<file path="config.mk">
export PLATFORM = sky130hd
export DESIGN_NAME = vector_list_sequencer
export DESIGN_NICKNAME = d
export VERILOG_FILES = /design/src/rtl/vector_list_sequencer.sv
export SDC_FILE = /design/constraint.sdc
export NUM_CORES = 1
export LEC_CHECK = 0
export CAP_MARGIN = 20
export CELL_PAD_IN_SITES_DETAIL_PLACEMENT = 0
export CELL_PAD_IN_SITES_GLOBAL_PLACEMENT = 2
export CORE_MARGIN = 4
export CORE_UTILIZATION = 35
export DETAILED_ROUTE_END_ITERATION = 10
export PLACE_DENSITY = 0.88
export SYNTH_ARGS = -nofsm -noshare
export SYNTH_HDL_FRONTEND = slang
export SYNTH_SLANG_ARGS = --single-unit
</file>
<file path="constraint.sdc">
create_clock -name clk -period 3.5 [get_ports clk]
set_input_delay 0.7 -clock clk [delete_from_list [all_inputs] [get_ports clk]]
set_output_delay 0.7 -clock clk [all_outputs]
set_load 0.02 [all_outputs]
</file>
<file path="src/rtl/vector_list_sequencer.sv">
// Frame-level initiator for the vector line drawer: walks the vertex list,
// issues one line command per visible pen-down segment and waits for each
// line to finish before fetching the next vertex.
module vector_list_sequencer #(
  parameter int ADDR_WIDTH     = 8,
  parameter int COORD_WIDTH    = 8,
  parameter int TIMEOUT_CYCLES = 4096
) (
  input  logic                     clk,
  input  logic                     rst_n,
  input  logic                     frame_start,
  output logic [ADDR_WIDTH-1:0]    mem_addr,
  output logic                     mem_rd,
  input  logic [2*COORD_WIDTH+1:0] mem_data,
  output logic                     line_start,
  output logic [COORD_WIDTH-1:0]   x0,
  output logic [COORD_WIDTH-1:0]   y0,
  output logic [COORD_WIDTH-1:0]   x1,
  output logic [COORD_WIDTH-1:0]   y1,
  input  logic                     line_done,
  output logic                     beam_blank,
  output logic                     frame_busy,
  output logic                     frame_done,
  output logic                     frame_error,
  output logic [ADDR_WIDTH-1:0]    seg_count
);
  localparam int TW = $clog2(TIMEOUT_CYCLES + 1);

  typedef enum logic [2:0] {IDLE, FETCH, WAIT_MEM, ISSUE, WAIT_LINE, DONE} state_t;
  state_t state, state_nx;

  logic [ADDR_WIDTH-1:0]  addr;
  logic [COORD_WIDTH-1:0] cx, cy;
  logic                   eol_q;
  logic [TW-1:0]          wait_cnt;

  logic                   v_eol, v_pen;
  logic [COORD_WIDTH-1:0] v_x, v_y;
  assign {v_eol, v_pen, v_x, v_y} = mem_data;

  logic addr_max, seg_draw, done_ok, timeout;
  assign addr_max = (addr == '1);
  // zero-length pen-down segments are dropped, not drawn
  assign seg_draw = v_pen && ((v_x != cx) || (v_y != cy));
  // first WAIT_LINE cycle may still see the previous line's done level
  assign done_ok  = line_done && (wait_cnt != '0);
  assign timeout  = (wait_cnt == TW'(TIMEOUT_CYCLES - 1));
  assign mem_addr = addr;

  // state register
  always_ff @(posedge clk or negedge rst_n) begin
    if (!rst_n) state <= IDLE;
    else        state <= state_nx;
  end

  // next-state logic
  always_comb begin
    state_nx = state;
    case (state)
      IDLE:      if (frame_start) state_nx = FETCH;
      FETCH:     state_nx = WAIT_MEM;
      WAIT_MEM: begin
        if (seg_draw)              state_nx = ISSUE;
        else if (v_eol || addr_max) state_nx = DONE;
        else                       state_nx = FETCH;
      end
      ISSUE:     state_nx = WAIT_LINE;
      WAIT_LINE: begin
        if (done_ok)      state_nx = (eol_q || addr_max) ? DONE : FETCH;
        else if (timeout) state_nx = DONE;
      end
      DONE:      state_nx = IDLE;
      default:   state_nx = IDLE;
    endcase
  end

  // state-decoded strobes and status
  always_comb begin
    mem_rd     = 1'b0;
    line_start = 1'b0;
    beam_blank = 1'b1;
    frame_busy = 1'b0;
    frame_done = 1'b0;
    case (state)
      FETCH:     begin mem_rd = 1'b1; frame_busy = 1'b1; end
      WAIT_MEM:  frame_busy = 1'b1;
      ISSUE:     begin line_start = 1'b1; beam_blank = 1'b0; frame_busy = 1'b1; end
      WAIT_LINE: begin beam_blank = 1'b0; frame_busy = 1'b1; end
      DONE:      frame_done = 1'b1;
      default:   ;
    endcase
  end

  // datapath: list address, beam position, line coordinates, status
  always_ff @(posedge clk or negedge rst_n) begin
    if (!rst_n) begin
      addr        <= '0;
      cx          <= '0;
      cy          <= '0;
      x0          <= '0;
      y0          <= '0;
      x1          <= '0;
      y1          <= '0;
      eol_q       <= 1'b0;
      wait_cnt    <= '0;
      seg_count   <= '0;
      frame_error <= 1'b0;
    end else begin
      case (state)
        IDLE: if (frame_start) begin
          addr        <= '0;
          cx          <= '0;
          cy          <= '0;
          seg_count   <= '0;
          frame_error <= 1'b0;
        end
        WAIT_MEM: begin
          eol_q <= v_eol;
          if (seg_draw) begin
            x0 <= cx;
            y0 <= cy;
            x1 <= v_x;
            y1 <= v_y;
          end else begin
            if (!v_pen) begin
              cx <= v_x;
              cy <= v_y;
            end
            // addr never wraps: running off the end is an error
            if (!v_eol) begin
              if (addr_max) frame_error <= 1'b1;
              else          addr <= addr + 1'b1;
            end
          end
        end
        ISSUE: begin
          wait_cnt <= '0;
          if (seg_count != '1) seg_count <= seg_count + 1'b1;
        end
        WAIT_LINE: begin
          if (done_ok) begin
            cx <= x1;
            cy <= y1;
            if (!eol_q) begin
              if (addr_max) frame_error <= 1'b1;
              else          addr <= addr + 1'b1;
            end
          end else if (timeout) begin
            frame_error <= 1'b1;
          end else begin
            wait_cnt <= wait_cnt + 1'b1;
          end
        end
        default: ;
      endcase
    end
  end
endmodule
</file>
==> flow_metrics.py <==
metrics = {
    "detailed_routing": {
        "via_per_inst": 5.211,
        "drtAntennaViolNets": 0,
        "drt_iter0_markers": 180,
        "drc": 0,
        "wire_per_inst_um": 16.14,
        "drt_wl_total_um": 9490,
        "num_vias": 3064,
        "firstDrtPassIters": 4,
    },
    "worst_setup_path": {
        "start_kind": "register",
        "cp-endpoint": "line_start",
        "setup.worst_path.start": "state[2]$_DFFE_PN0P_",
        "required_ns": 2.80,
        "r2r_slack_ns": 1.07,
        "crit_arrival_ns": 2.30,
        "worstSetupEndpointType": "primary output",
        "path_max_fanout": 18,
        "r2r_end": "mem_addr[1]$_DFFE_PN0P_",
        "crit_type": "reg2out",
        "timing.rr.start": "wait_cnt[0]$_DFFE_PN0P_",
        "reg2reg_depth": 8,
    },
    "finish": {
        "layout_commonest_cell": "dfrtp_1",
        "syn_to_final_growth_pct": 32.39,
        "drive_above_1_share_pct": 14.96,
        "antenna_cells": 0,
        "final_cell_mix": "dfrtp_1 (82), clkdlybuf4s50_1 (74), nor2_1 (38)",
        "final_nets": 469,
    },
    "clocking": {
        "ctsHtreeMaxLevel": 3,
        "insertion_delay_ns": 0.34,
        "clk_pin_slew_worst_paths_ns": 0.06,
        "cts_hold_buffers": 0,
        "root_buffer": "clkbuf_16",
        "cts_made_buffers": 9,
        "post_cts_buffers": 0,
        "cts_resized": 0,
        "tritoncts": "done",
        "numClockSinks": 82,
        "clock_path_buffers": 2,
    },
    "yosys": {
        "postSynth.asyncResetShare_pct": 100.0,
        "ys.flop_type": "dfrtp_1",
        "avgSynthCellArea_um2": 10.79,
        "synth-edff-count": 0,
        "netlist_instances": 367,
        "yosysSeqAreaShare_pct": 51.82,
        "yosys_warnings": 0,
        "synth.distinct_cells": 49,
        "syn_nets": 393,
        "synth_seq_cells": 82,
        "synthesis.area_mm2": 0.003960,
    },
    "place": {
        "place_hpwl_um": 6347,
        "portBuffers": 75,
        "place.gp.congestion": 0.7510,
    },
    "grt": {
        "grt_pass1_wl_um": 15950,
        "grt_pass1_vias": 3132,
        "grt_max_degree": 83,
        "overflow": 0,
        "antenna_found_initial": 0,
        "grtUsageTotal_pct": 15.36,
    },
    "power_and_ir_drop": {
        "p_per_area_mw_per_mm2": 871.3,
        "power.internal_mw": 2.861,
        "combPwrFrac_pct": 42.5,
        "seqPwrFrac_pct": 34.3,
        "switching_share_pct": 37.36,
        "max-vdd-ir-drop_v": 0.0004827,
        "power_mw": 4.568,
        "netSwitchingPower_mw": 1.707,
        "power_leakage_nw": 2.252,
        "p_clk_share_pct": 23.2,
    },
    "timing": {
        "period_needed_ns": 3.000,
        "finalSetupViolCount": 0,
        "max_freq_ghz": 0.3333,
        "rsz0062_at_grt": "no",
        "setup_tns_ns": 0,
        "tightestPinTransition_ns": 0.5917,
        "slew_violations": 0,
        "timing.final.crit_share_pct": 85.73,
        "slew-limit-headroom_pct": 60.41,
        "hold_violations": 0,
        "fin_worst_skew_ns": 0.008179,
    },
    "die": {
        "dieWidth_um": 114.4,
        "start_util_pct": 36.21,
        "rows": 38,
        "die_h_um": 114.4,
        "dieArea_mm2": 0.01308,
        "ios": 76,
        "core_mm2": 0.01094,
    },
    "outcome": {
        "status": "finished clean",
    },
    "run": {
        "maxCapViolations": 0,
    },
    "hold_path": {
        "worstHoldPathType": "in2async",
    },
}
area by class of cell:
| class | count | area [µm²] |
|---|---|---|
| Tap cell | 140 | 175.2 |
| Sequential cell | 82 | 2052 |
| Inverter | 10 | 37.54 |
| Multi-Input combinational cell | 256 | 1795 |
| Clock buffer | 9 | 225.2 |
| Timing Repair Buffer | 84 | 848.3 |
| Clock inverter | 7 | 108.9 |
| Fill cell | 1023 | 5693 |
synthesized netlist by cell type, types with 4 or more instances:
library cell	number	area share, %
dfrtp_1	82	52
nor2_1	38	3.6
mux2_2	33	9.4
xor2_1	26	5.8
a21oi_1	20	2.5
nand2_1	17	1.6
a22oi_1	16	3.0
o21ai_0	15	1.9
and3_1	11	1.7
inv_1	9	0.85
buf_2	8	1.0
nand2b_1	8	1.3
clkbuf_1	7	0.66
nand4_1	7	1.1
nand3_1	6	0.76
nor4_1	6	0.95
o211ai_1	6	1.1
o31ai_1	6	1.1
o22ai_1	5	0.79
ha_1	4	1.3
worst max-delay path: stages (launching register included):
cell and delay (ns):
dfrtp_1 0.52, or2_2 0.48, clkinv_1 0.09, buf_4 0.22, clkdlybuf4s50_1 0.64
state kept, by name (all words and copies together), names as in the netlist, 3 cells and up:
| register | cells |
|---|---|
| seg_count | 8 |
| wait_cnt | 13 |
| cx | 8 |
| cy | 8 |
| mem_addr | 8 |
| y1 | 8 |
| state | 3 |
| x1 | 8 |
| x0 | 8 |
| y0 | 8 |
how the worst min path moves through the flow:
stage,start,to,cells after the start,slack [ns]
3_5_place_dp,seg_count[7]$_DFFE_PN0P_,seg_count[7]$_DFFE_PN0P_,1,0.50
6_report,rst_n,wait_cnt[6]$_DFFE_PN0P_,1,0.24
5_1_grt,rst_n,wait_cnt[6]$_DFFE_PN0P_,1,0.26
4_1_cts,seg_count[7]$_DFFE_PN0P_,seg_count[7]$_DFFE_PN0P_,1,0.51
3_3_place_gp,x0[0]$_DFFE_PN0P_,x0[0]$_DFFE_PN0P_,1,0.49
2_1_floorplan,rst_n,cx[0]$_DFFE_PN0P_,0,0.40
power groups by stage:
stage | registers, mW | logic, mW | clock network, mW
after floorplan | 1.75 | 0.982 | 0
after global routing | 1.62 | 2.13 | 1.12
after CTS | 1.57 | 1.97 | 1.09
final | 1.57 | 1.94 | 1.06
after global placement | 1.57 | 1.93 | 0
after detailed placement | 1.58 | 1.96 | 0
routing by layer:
layer	part of all wire (%)	vias to the layer above	GRT usage, %
met3	6.7	7	5.497
met4	0.83	0	4.513
li1	-	1468	-
met1	47	1510	21.52
met2	45	79	22.40
met5	0	-	0
stage by stage:
step | area [µm²] | utilization, % | hold WS (ns) | worst slack [ns] | instances
global route | 5243 | 47.94 | 0.2553 | 0.3875 | 588
CTS | 5215 | 47.69 | 0.5064 | 0.4642 | 587
finish | 5243 | 47.94 | 0.2446 | 0.4995 | 588
global placement | 4881 | 44.63 | 0.4893 | 0.4978 | 571
detailed placement | 4881 | 44.63 | 0.4961 | 0.4633 | 571
floorplan | 3960 | - | 0.4044 | 0.9978 | 367
cells by family after synthesis:
| logic type | after synthesis | share of synthesized area, % |
|---|---|---|
| AND/OR/NAND/NOR | 108 | 14.03 |
| AO/OA/AOI/OAI | 82 | 13.71 |
| flip-flops | 82 | 51.82 |
| multiplexers | 35 | 9.921 |
| buffers and inverters | 29 | 3.286 |
| XOR/XNOR | 27 | 5.972 |
| adder cells (fa/ha/maj) | 4 | 1.264 |
(Power assumes the default switching activity.)
